`config.mk`:
```
export PLATFORM = sky130hd
export DESIGN_NAME = mul_man_resolve
export DESIGN_NICKNAME = d
export VERILOG_FILES = /design/src/rtl/mul_man_resolve.sv
export SDC_FILE = /design/constraint.sdc
export NUM_CORES = 1
export LEC_CHECK = 0
export CAP_MARGIN = 10
export CORE_MARGIN = 5
export CORE_UTILIZATION = 25
export DETAILED_ROUTE_END_ITERATION = 12
export PLACE_DENSITY = 0.45
export SYNTH_ARGS = -nofsm -noshare
export SYNTH_HDL_FRONTEND = slang
export SYNTH_SLANG_ARGS = --single-unit
```
`constraint.sdc`:
```
create_clock -name clk -period 5.1 [get_ports clk]
set_clock_uncertainty 0.15 [all_clocks]
set_input_delay 1.02 -clock clk [delete_from_list [all_inputs] [get_ports clk]]
set_output_delay 1.02 -clock clk [all_outputs]
set_load 0.1 [all_outputs]
```
`src/rtl/mul_man_resolve.sv`:
```
`default_nettype none
// ============================================================================
//  Module   : mul_man_resolve
//  Purpose  : Consumer end of the mantissa multiplier. Resolves the Wallace-tree
//             carry-save pair with the final carry-propagate add. Normalises
//             the product, rounds it to nearest-even as a 12-bit mantissa and
//             reports the exponent adjustment. Two-stage valid/ready pipeline.
//  Ports    : clk, rst              - clock, synchronous active-high reset
//             in_valid/in_ready     - input handshake
//             in_sum[23:0]          - carry-save sum word
//             in_carry[18:0]        - carry-save carry word, weight 2^5
//             in_tag[TAG_W-1:0]     - sideband, passed through unchanged
//             out_valid/out_ready   - output handshake
//             out_man[11:0]         - rounded mantissa (bit 11 = leading one)
//             out_adj[1:0]          - exponent increment (0, 1 or 2)
//             out_inexact           - guard|sticky nonzero before rounding
//             out_zero              - resolved product is zero
//             out_unnorm            - nonzero product with bits 23:22 clear
//             out_tag[TAG_W-1:0]    - tag of this result
//  Revision : 1.0 - initial release
// ============================================================================
module mul_man_resolve #(
    parameter int TAG_W = 8
) (
    input  logic             clk,
    input  logic             rst,
    input  logic             in_valid,
    output logic             in_ready,
    input  logic [23:0]      in_sum,
    input  logic [18:0]      in_carry,
    input  logic [TAG_W-1:0] in_tag,
    output logic             out_valid,
    input  logic             out_ready,
    output logic [11:0]      out_man,
    output logic [1:0]       out_adj,
    output logic             out_inexact,
    output logic             out_zero,
    output logic             out_unnorm,
    output logic [TAG_W-1:0] out_tag
);

    // ------------------------------------------------------------------------
    // Handshake control
    // ------------------------------------------------------------------------
    logic             r_s1_valid;
    logic [23:0]      r_s1_sum;
    logic [18:0]      r_s1_carry;
    logic [TAG_W-1:0] r_s1_tag;

    logic w_s2_free;
    logic w_accept;
    logic w_advance;

    assign w_s2_free = !out_valid || out_ready;
    assign in_ready  = !rst && (!r_s1_valid || w_s2_free);
    assign w_accept  = in_valid && in_ready;
    assign w_advance = r_s1_valid && w_s2_free;

    // ------------------------------------------------------------------------
    // Stage 1: capture the carry-save pair
    // ------------------------------------------------------------------------
    always_ff @(posedge clk) begin
        if (rst) begin
            r_s1_valid <= 1'b0;
            r_s1_sum   <= '0;
            r_s1_carry <= '0;
            r_s1_tag   <= '0;
        end else if (w_accept) begin
            r_s1_valid <= 1'b1;
            r_s1_sum   <= in_sum;
            r_s1_carry <= in_carry;
            r_s1_tag   <= in_tag;
        end else if (w_advance) begin
            r_s1_valid <= 1'b0;
        end
    end

    // ------------------------------------------------------------------------
    // Stage 2 combinational: resolve, normalise, round
    // ------------------------------------------------------------------------
    // The carry word is aligned at bit 5, so the low five sum bits pass
    // straight through; any carry out of bit 23 is dropped.
    logic [18:0] w_hi;
    logic [23:0] w_prod;

    assign w_hi   = r_s1_sum[23:5] + r_s1_carry;
    assign w_prod = {w_hi, r_s1_sum[4:0]};

    logic [11:0] w_man;
    logic        w_g;
    logic        w_s;
    logic [1:0]  w_adj;
    logic        w_up;
    logic [12:0] w_rnd;
    logic [11:0] w_res_man;
    logic [1:0]  w_res_adj;
    logic        w_inexact;
    logic        w_zero;
    logic        w_unnorm;

    always_comb begin
        w_man     = w_prod[22:11];
        w_g       = w_prod[10];
        w_s       = |w_prod[9:0];
        w_adj     = 2'd0;
        w_up      = 1'b0;
        w_rnd     = '0;
        w_res_man = '0;
        w_res_adj = '0;
        w_inexact = 1'b0;
        w_zero    = (w_prod == 24'd0);
        w_unnorm  = !w_zero && !w_prod[23] && !w_prod[22];

        // Product in [2.0, 4.0): take one more bit off the bottom.
        if (w_prod[23]) begin
            w_man = w_prod[23:12];
            w_g   = w_prod[11];
            w_s   = |w_prod[10:0];
            w_adj = 2'd1;
        end

        // Round to nearest, ties to even.
        w_up  = w_g && (w_s || w_man[0]);
        w_rnd = {1'b0, w_man} + {12'd0, w_up};

        if (w_rnd[12]) begin
            // 0xFFF rounded up: renormalise to 1.000 and bump the exponent.
            w_res_man = 12'h800;
            w_res_adj = w_adj + 2'd1;
        end else begin
            w_res_man = w_rnd[11:0];
            w_res_adj = w_adj;
        end
        w_inexact = w_g || w_s;

        if (w_zero) begin
            w_res_man = '0;
            w_res_adj = '0;
            w_inexact = 1'b0;
        end
    end

    // ------------------------------------------------------------------------
    // Stage 2 output register
    // ------------------------------------------------------------------------
    always_ff @(posedge clk) begin
        if (rst) begin
            out_valid   <= 1'b0;
            out_man     <= '0;
            out_adj     <= '0;
            out_inexact <= 1'b0;
            out_zero    <= 1'b0;
            out_unnorm  <= 1'b0;
            out_tag     <= '0;
        end else if (w_advance) begin
            out_valid   <= 1'b1;
            out_man     <= w_res_man;
            out_adj     <= w_res_adj;
            out_inexact <= w_inexact;
            out_zero    <= w_zero;
            out_unnorm  <= w_unnorm;
            out_tag     <= r_s1_tag;
        end else if (out_ready) begin
            out_valid   <= 1'b0;
        end
    end

endmodule
`default_nettype wire

```
# --- Word-level counts from Yosys, hierarchy flattened ---
# Index checks and enable logic that the tools add are counted.
totals:
  output_inout_bits: 27
  inputBits: 55
  wordCells: 48
  register_bits: 78
classes:
  n_addsub: 3
  n_reduce_logical: 21
  muxes: 13
op_table:
  columns: ["op", "count"]
  rows:
  - ["$mux W12", 3]
  - ["$logic_not A24 Y1", 1]
  - ["$add A19 B19 Y19", 1]
  - ["$add A12 B1 Y13", 1]
  - ["$reduce_or A11 Y1", 1]
  - ["$reduce_or A10 Y1", 1]
  - ["$mux W1", 8]
  - ["$logic_and A1 B1 Y1", 6]
  - ["$logic_not A1 Y1", 6]
  - ["$logic_or A1 B1 Y1", 4]
  - ["$mux W2", 2]
  - ["$reduce_bool A2 Y1", 2]
  - ["$add A2 B1 Y2 const B", 1]

# --- Logic depth before layout (Yosys ltp) ---
# Gate-level depths: netlist of the first run.
depth:
  ltp_word: 8
  mapped_depth: 18
  depth_no_buf: 15

# --- Least setup slack after synthesis of the first run ---
# OpenSTA, ideal clock, no wires.
synth_timing:
  path_kind: "reg2reg"
  start: "register r_s1_sum[5]"
  end: "register out_man[5]"
  synth_period_minus_slack_ns: 4.403
  path_slack_ns: 0.697
  path_stages_with_launch: 19
  t_arrival_ns: 4.127
  setup_ns: 0.127
  path_cell_list: "dfxtp_1 ha_1 fa_1 a211oi_1 o21ai_1 a211oi_1 a21o_1 or2_0 clkbuf_1 buf_2 buf_2 nand2_1 o21ai_0 ha_1 nand3_2 or3_4 nor4b_4 or3_4 o21ai_0"
synth_via:
  elab_chain_len: 8
synth_lines:
  columns: ["item", "line", "rtl"]
  rows:
  - ["start: declaration", "46", "logic [23:0] r_s1_sum;"]
  - ["start signal: assignment", "70", "r_s1_sum <= in_sum;"]
  - ["$add A19 B19 Y19 (*)", "86", "assign w_hi = r_s1_sum[23:5] + r_s1_carry;"]
  - ["$reduce_or A11 Y1 or $reduce_or A10 Y1 (tied branches)", "118, 104", null]
  - ["$mux W1", "115", "if (w_prod[23]) begin"]
  - ["$logic_or A1 B1 Y1", "123", "w_up = w_g && (w_s || w_man[0]);"]
  - ["$logic_and A1 B1 Y1", "123", null]
  - ["$add A12 B1 Y13", "124", "w_rnd = {1'b0, w_man} + {12'd0, w_up};"]
  - ["$mux W12", "126", "if (w_rnd[12]) begin"]
  - ["$mux W12 (*)", "136", "if (w_zero) begin"]
  - ["end signal: assignment", "157", "out_man <= w_res_man;"]
  - ["end: declaration", "34", "output logic [11:0] out_man,"]
# Mark *: on every way between the ends. The rest lies on a longest branch, timed or not.
# A chain may end at the register's enable or synchronous reset.

# --- Final worst setup path of the first run ---
# Same ends and word-level chain as after synthesis.

==> impl_metrics.ini, run 1 <==
[routing]
drcViolationCount = 0
wl_met1_um = 6380
vias_per_cell = 4.90
route.met2.wl_um = 6240
wirelength_um = 13300
vias = 4320
drtAntennaViolNets = 0
top_layer = met4
drt_first_pass_iters = 4
initialDrtViolationCount = 199
met3_length_um = 455
wl_per_cell_um = 15.0

[place]
pre_cts_slack_ps = 499
placed_area_um2 = 5490
place_congestion = 0.840
place_hpwl_um = 9960
io_buffers = 81

[setup_path]
max_stage_delay_ps = 540
criticalPathCategory = reg -> reg
crit_path_max_fanout = 10
worst_setup_path_start_kind = flop
cp_slowest_cell = a211oi_1
crit_chain = ha_1, fa_1, a211oi_1, o21ai_1, a211oi_1, a21o_1, nor2_2, and2_1, nor3b_1, ha_1, nand3_2, or3_4, nor4b_4, or3_4, o21ai_0
end_kind = flop
crit_required_ps = 5150
ff2ff_path_depth = 15
arrival_ps = 4720

[flow_run]
maxCapViolCount = 0

[sta]
max_freq_ghz = 0.214
period_share_pct = 91.6
setup_viol = 0
drv_slew = 0
hold_slack_ps = 301
rsz0062_at_grt = no
worstMarginPinSlew_ps = 994
finalHoldViolations = 0
finalSetupTns_ps = 0
worst_slack_ps = 427
period_needed_ps = 4670
relSlewSlack_pct = 33.5

[global_routing]
grt_first_pass_wirelength_um = 21800
grt_max_degree = 53
grt_pass1_vias = 4235
grt_overflow = 0
antenna_found_initial = 0
grt_use_total_pct = 13.3

[logic_synthesis]
syn_area_um2 = 4490
ys_types = 76
ys.warnings.count = 0
ys_seq_elements = 78
synthFlopType = dfxtp_1
synth_edf_count = 0
synth_cells = 583
ys_seq_area_share_pct = 34.8
synthesis.nets = 659
async_flop_share_pct = 0
synth.avg_cell_area_um2 = 7.70

[clocking]
cts_sinks = 78
worstSkewPairLatency_ps = 350
cts_htree_levels = 3
tritoncts = built
postCtsHoldBufs = 0
clock_path_buffers = 2
post-cts-setup-buffers = 0
numCtsBuffers = 9
root_buffer = clkbuf_16
ctsResizeCount = 0
clk_pin_slew_ps = 60

[floorplanning]
core_area_um2 = 17800
rows = 49
start_util_pct = 25.1
dieHeight_um = 144
top_level_ports = 82
chipWidth_um = 144
fp.dieArea_um2 = 20700

[run_status]
outcome = complete, no violations

[pwr]
finalPower_mw = 1.84
leakage_nw = 2.28
power.density_nw_per_um2 = 319
irDropWorstVdd_mv = 0.175

[final_layout]
nFillCells = 1906
multi_input_area_um2 = 2770
diodes = 0
layout_commonest_cell = nand2_1
syn2layout_area_growth_pct = 28.5
final_layout_size_suffix_gt1_share_pct = 7.04
final-seq-area_um2 = 1560
final_area_um2 = 5770
nets = 724
mostFrequentLayoutCells = 151 x nand2_1, 80 x clkdlybuf4s50_1, 78 x dfxtp_1

[worst_hold_path]
hp-class = reg -> reg
min_path_cells = 2
-- sequential cells by signal, summed over array words and instances (netlist names) --
signal,count
r_s1_carry,19
out_valid,1
out_inexact,1
r_s1_tag,8
out_tag,8
out_unnorm,1
r_s1_sum,24
out_man,12
r_s1_valid,1
out_adj,2
out_zero,1
-- through the flow --
stage               utilization, %  cells
floorplan                        -    583
global placement              30.8    866
detailed placement            30.8    866
CTS                           32.3    882
global route                  32.3    882
finish                        32.3    882
-- path summary, 6_finish.rpt --
check / startpoint / to / slack [ps]
min reg2reg: r_s1_tag[4] / out_tag[4] / 300
max reg2reg: r_s1_sum[5] / out_man[5] / 430
max: r_s1_sum[5] / out_man[5] / 430
min: r_s1_tag[4] / out_tag[4] / 300
-- logic make-up (layout without fill, tap and decap cells) --
kind of cell / after synthesis / count (layout) / synth area share (%)
compound gates: 119 / 119 / 18.9
xor+xnor: 23 / 23 / 4.82
fa+ha+maj: 21 / 21 / 6.02
buf+inv: 38 / 108 / 3.49
flops: 78 / 78 / 34.8
mux: 4 / 4 / 0.892
simple gates: 300 / 300 / 31.1
-- worst max-delay path: cells and delay by family (launching register included) --
family,cells,cell delay (ps)
simple gates,7,1830
compound gates,5,1310
fa+ha+maj,3,920
flops,1,310
-- area by class of cell --
class,instances,share of cell area [%]
clock buffer,12,4.28
inverter,5,0.326
timing repair buffer,87,14.8
clock inverter,4,0.521
tap,229,4.97
sequential,78,27.1
multi-input combinational,467,48.0
-- report_power, final --
part | total (mW) | switching (mW) | internal [mW]
registers | 0.677 | 0.0244 | 0.653
clock network | 0.607 | 0.262 | 0.345
logic | 0.554 | 0.362 | 0.192
-- metal layers --
layer | vias up | track usage (%)
li1 | 2183 | -
met1 | 2032 | 17.5
met2 | 91 | 21.5
met3 | 14 | 3.13
met4 | 0 | 4.11
met5 | - | 0
-- cell usage after synthesis, types with 3 or more instances --
| cell type | instances | area (um^2) |
|---|---|---|
| nand2_1 | 151 | 567 |
| xor2_1 | 9 | 78.8 |
| a31oi_1 | 3 | 18.8 |
| dfxtp_1 | 78 | 1560 |
| xnor2_1 | 12 | 105 |
| ha_1 | 20 | 250 |
| or3_1 | 3 | 18.8 |
| o211ai_1 | 5 | 37.5 |
| a211oi_1 | 6 | 45.0 |
| nor2_1 | 28 | 105 |
| buf_2 | 7 | 35.0 |
| nor3b_1 | 3 | 22.5 |
| a21oi_1 | 39 | 195 |
| o21ai_1 | 3 | 15.0 |
| nor4_1 | 4 | 25.0 |
| o21a_1 | 3 | 22.5 |
| clkbuf_1 | 22 | 82.6 |
| nand4_1 | 12 | 75.1 |
| nor3_1 | 7 | 35.0 |
| mux2i_1 | 4 | 40.0 |
| nand3_1 | 62 | 310 |
| inv_1 | 4 | 15.0 |
| o21ai_0 | 23 | 115 |
| and2_1 | 7 | 43.8 |
| nand2b_1 | 4 | 25.0 |
| nor2b_1 | 3 | 18.8 |
Note: power is estimated with default switching activity, not from simulation.
==> run 2, diff against run 1 <==
--- a/config.mk
+++ b/config.mk
@@ -5,6 +5,7 @@
 export SDC_FILE = /design/constraint.sdc
 export NUM_CORES = 1
 export LEC_CHECK = 0
+export ABC_AREA = 1
 export CAP_MARGIN = 10
 export CORE_MARGIN = 5
 export CORE_UTILIZATION = 25
==> run 2 against run 1 <==
Critical path depth is 8 lower. Clock-buffer cell count unchanged. Largest power group is now the clock network. Sequential power shrank 3%. Largest cell class unchanged.
==> impl_metrics.ini, run 2 <==
[run_status]
outcome = complete, no violations

[sta]
finalSetupTns_ps = 0
hold_slack_ps = 311
drv_slew = 0
finalHoldViolations = 0
period_share_pct = 72.6
worst_slack_ps = 1400
setup_viol = 0
rsz0062_at_grt = no
period_needed_ps = 3700
worstMarginPinSlew_ps = 1010
relSlewSlack_pct = 32.2
max_freq_ghz = 0.270

[final_layout]
layout_commonest_cell = nand2_1
syn2layout_area_growth_pct = 28.4
mostFrequentLayoutCells = 221 x nand2_1, 79 x clkdlybuf4s50_1, 78 x dfxtp_1
nets = 850
final_layout_size_suffix_gt1_share_pct = 9.63
regMostFlops = r_s1_sum
reg_top3 = r_s1_sum: 24 flops, r_s1_carry: 19 flops, out_man: 12 flops
nFillCells = 2066
final_area_um2 = 6080
diodes = 0
largest_reg_flops = 24

[logic_synthesis]
async_flop_share_pct = 0
ys_seq_area_share_pct = 33.0
ys_seq_elements = 78
syn_area_um2 = 4740
synth.avg_cell_area_um2 = 6.73
synth.largest_area_cell = dfxtp_1
netlist_top_cells_count = 221 x nand2_1, 78 x dfxtp_1, 72 x inv_1, 67 x a21oi_1, 43 x o21ai_0
yosys.cell_count.top_type = nand2_1
synthTopCellsByArea = dfxtp_1 33%, nand2_1 18%, a21oi_1 7.1%, inv_1 5.7%, ha_1 5.3%
synthFlopType = dfxtp_1
synth_cells = 704
ys.warnings.count = 0
yosysTopAreaCellShare_pct = 33.0
ys_types = 37
synthesis.nets = 780
synth_edf_count = 0

[place]
place_congestion = 0.807
placed_area_um2 = 5760
io_buffers = 81
place_hpwl_um = 9910
pre_cts_slack_ps = 1400

[setup_path]
criticalPathCategory = in -> out
crit_chain = clkdlybuf4s50_1, inv_1, nand2_1, nor2_1, or2_2, inv_1, buf_4
cp_slowest_cell = clkdlybuf4s50_1
worst_setup_path_start_kind = input pin
crit_required_ps = 3930
crit_top_cell = inv_1
crit_path_max_fanout = 17
arrival_ps = 2530
max_stage_delay_ps = 450
end_kind = primary output

[clocking]
root_buffer = clkbuf_16
postCtsHoldBufs = 0
clk_pin_slew_ps = 60
tritoncts = built
cts_htree_levels = 3
clock_path_buffers = 2
worstSkewPairLatency_ps = 350
post-cts-setup-buffers = 0
numCtsBuffers = 9
ctsResizeCount = 0
cts_sinks = 78

[pwr]
finalPower_mw = 1.71
leakage_nw = 2.69
power.density_nw_per_um2 = 282
irDropWorstVdd_mv = 0.176

[routing]
wl_per_cell_um = 12.6
drt_first_pass_iters = 4
vias_per_cell = 4.36
vias = 4412
drcViolationCount = 0
wirelength_um = 12800
initialDrtViolationCount = 183
drtAntennaViolNets = 0

[global_routing]
grt_pass1_vias = 4300
grt_max_degree = 79
antenna_found_initial = 0
grt_first_pass_wirelength_um = 21400
grt_use_total_pct = 12.0
grt_overflow = 0

[flow_run]
maxCapViolCount = 0

[floorplanning]
fp.dieArea_um2 = 21800
start_util_pct = 25.3
rows = 50
chipWidth_um = 148
core_area_um2 = 18700
dieHeight_um = 148
top_level_ports = 82

[worst_hold_path]
hp-class = reg -> reg
[run 2: cell count changes in the layout (fill, tap and decap cells not counted), sizes merged, moves of 18 or more]
cell,change
inv,+76
nand2,+94
o21ai,+18
nand3,-18
a21oi,+31
[run 2: report_power, final]
group          internal, mW  switching (mW)  leakage (nW)
clock                 0.440           0.252         0.157
combinational         0.124           0.239          1.90
sequential            0.642          0.0158         0.638
total                  1.21           0.507          2.69
[run 2: cell families after synthesis]
family | after synthesis | share of synthesized area [%]
AO/OA/AOI/OAI | 135 | 15.7
flip-flops | 78 | 33.0
adder cells (fa/ha/maj) | 21 | 5.71
AND/OR/NAND/NOR | 349 | 34.3
XOR/XNOR | 13 | 2.56
buffers and inverters | 108 | 8.82
[run 2: cell type report]
type | count | area (um^2) | area share [%]
clock inverter | 4 | 70.1 | 1.15
clock buffer | 12 | 246 | 4.05
timing repair buffer | 86 | 841 | 13.8
inverter | 81 | 304 | 5.00
sequential | 78 | 1560 | 25.7
multi-input combinational | 518 | 2760 | 45.5
tap | 234 | 293 | 4.82
[run 2: critical path, delay by kind of cell]
kind,cells,cell delay [ps]
buf+inv,4,870
simple gates,3,610
[run 2: metal layers]
metal  vias to the layer above  global-route usage [%]  wire, um
met5                         -                       0         0
met4                         0                    3.91       192
met3                        12                    2.91       557
met2                        71                    18.5      5490
met1                      1911                    16.6      6570
li1                       2418                       -         -
[run 2: final timing paths]
| kind | start | end | slack, ps | cells after the start |
|---|---|---|---|---|
| setup / recovery | out_ready | in_ready | 1400 | 7 |
| hold / removal | r_s1_tag[7] | out_tag[7] | 310 | 2 |
| hold reg to reg | r_s1_tag[7] | out_tag[7] | 310 | 2 |
| setup reg to reg | r_s1_sum[5] | out_man[0] | 1860 | 21 |
[run 2: stage by stage]
stage,utilization [%],cells
after floorplan,-,704
after global placement,30.8,997
after detailed placement,30.8,997
after CTS,32.5,1013
after global routing,32.5,1013
final,32.5,1013
==> run 3, diff against run 2 <==
--- a/config.mk
+++ b/config.mk
@@ -10,7 +10,7 @@
 export CORE_MARGIN = 5
 export CORE_UTILIZATION = 25
 export DETAILED_ROUTE_END_ITERATION = 12
-export PLACE_DENSITY = 0.45
+export PLACE_DENSITY = 0.46
 export SYNTH_ARGS = -nofsm -noshare
 export SYNTH_HDL_FRONTEND = slang
 export SYNTH_SLANG_ARGS = --single-unit
==> constraint.sdc (replaced) <==
create_clock -name clk -period 3.1 [get_ports clk]
set_clock_uncertainty 0.15 [all_clocks]
set_input_delay 0.62 -clock clk [delete_from_list [all_inputs] [get_ports clk]]
set_output_delay 0.62 -clock clk [all_outputs]
set_load 0.1 [all_outputs]
==> run 3 against run 2 <==
Sequential cell count unchanged. Via count increased by 1.1%. Clock-buffer cell count unchanged. Clock power increased by 39%. Hold slack improved by 2.9 ps. Critical path depth increased by 14. Total power increased by 57%. Global-route usage increased by 0.17 points. Sequential power increased by 66%.
==> impl_metrics.ini, run 3 (synthesis gave the netlist of run 2 again) <==
[final_layout]
final_layout_size_suffix_gt1_share_pct = 18.0
syn2layout_area_growth_pct = 33.1
regMostFlops = r_s1_sum
diodes = 0
nets = 866
final_area_um2 = 6300
fin_cells = 1029
largest_reg_flops = 24
layout_commonest_cell = nand2_1
final_util_pct = 33.7
mostFrequentLayoutCells = 214 x nand2_1, 78 x dfxtp_1, 72 x inv_1
reg_top3 = r_s1_sum: 24 flops, r_s1_carry: 19 flops, out_man: 12 flops
nFillCells = 2030

[floorplanning]
start_util_pct = 25.3
dieHeight_um = 148
fp.dieArea_um2 = 21800
core_area_um2 = 18700
chipWidth_um = 148
rows = 50
top_level_ports = 82

[worst_hold_path]
hp-start = r_s1_tag[5]
hp-class = reg -> reg
min_path_cells = 2
min_to = out_tag[5]

[clocking]
tritoncts = built
numCtsBuffers = 9
worstSkewPairLatency_ps = 340
cts_sinks = 78
root_buffer = clkbuf_16
postCtsHoldBufs = 0
clock_path_buffers = 2
clk_pin_slew_ps = 60
cts_htree_levels = 3

[pwr]
power.internal_mw = 1.85
irDropWorstVdd_mv = 0.255
p_sw_share_pct = 31.2
finalPower_mw = 2.69
combPwrFrac_pct = 23.8
power.density_nw_per_um2 = 427
power_switching_uw = 840
clkPwrFrac_pct = 35.8
pwr-share-seq_pct = 40.4
leakage_nw = 2.77

[global_routing]
grt_pass1_vias = 4325
grt_first_pass_wirelength_um = 21500
grt_max_degree = 79
antenna_found_initial = 0
grt_overflow = 0
grt_use_total_pct = 12.2

[routing]
vias = 4462
wl_per_cell_um = 12.7
vias_per_cell = 4.34
initialDrtViolationCount = 180
drcViolationCount = 0
drtAntennaViolNets = 0
wirelength_um = 13000
drt_first_pass_iters = 4

[sta]
hold_slack_ps = 314
finalHoldViolations = 0
worst_slack_ps = 209
relSlewSlack_pct = 42.6
setup_viol = 0
worstMarginPinSlew_ps = 861
period_needed_ps = 2890
drv_slew = 0
period_share_pct = 93.3
max_freq_ghz = 0.346
finalSetupTns_ps = 0

[setup_path]
crit_required_ps = 3140
r2r_end = out_man[9]
r2r_slack_ps = 210
startpoint = r_s1_sum[5]
criticalPathCategory = reg -> reg
arrival_ps = 2930
end_kind = flop
crit_path_max_fanout = 7
worstReg2RegStart = r_s1_sum[5]
ff2ff_path_depth = 21
worst_setup_path_start_kind = flop

[run_status]
outcome = complete, no violations

[place]
io_buffers = 81
pre_cts_slack_ps = 85.5
place_congestion = 0.820
placed_area_um2 = 5780
place_hpwl_um = 10100
dpl.cell_count = 1005

[flow_run]
maxCapViolCount = 0
-- run 3: final cells by class --
cell class	count	area, um^2	share of cell area [%]
Tap cell	234	293	4.65
Timing Repair Buffer	102	921	14.6
Clock inverter	4	22.5	0.357
Multi-Input combinational cell	518	2950	46.8
Sequential cell	78	1560	24.8
Inverter	81	307	4.86
Clock buffer	12	246	3.91
-- run 3: metal layers --
metal  global-route usage [%]  up-vias  routed length (um)
met5                        0        -                   0
met4                     4.05        0                 174
met3                     2.58       13                 474
met2                     19.1       60                5820
met1                     16.7     1945                6570
li1                         -     2444                   -
-- run 3: critical path: stages (launching register included) --
cell and delay, ps:
dfxtp_1 310, ha_2 200, fa_2 400, nand3_2 110, nand3_2 110, nand2_4 130, nand3_2 100, nand2_4 120
nand2_1 90, nand2_2 100, nand2_4 50, inv_2 70, ha_1 160, nand3_2 100, inv_2 80, nand2_2 50
inv_2 70, nand2_1 60, nand2_2 90, inv_4 50, nand2_1 80, a21oi_2 50
-- run 3: how the worst max path moves through the flow --
stage	to	slack, ps	cells past startpoint
2_1_floorplan	in_ready	150	6
3_3_place_gp	out_man[9]	100	21
3_5_place_dp	out_man[9]	90	21
4_1_cts	out_man[7]	70	21
5_1_grt	out_man[9]	-9	25
6_report	out_man[9]	210	21
-- run 3: what timing repair did --
item,in CTS,in global routing
setup endpoints to repair,0,13
gates resized for setup,0,33
buffers inserted,0,8
-- run 3: power by group through the flow --
stage                     registers (mW)  clock network [mW]  logic, mW
final                               1.09               0.963      0.641
after global routing                1.09                1.03      0.707
after CTS                           1.08                1.00      0.616
after detailed placement            1.10                   0      0.613
after global placement              1.10                   0      0.615
after floorplan                     1.22                   0      0.295
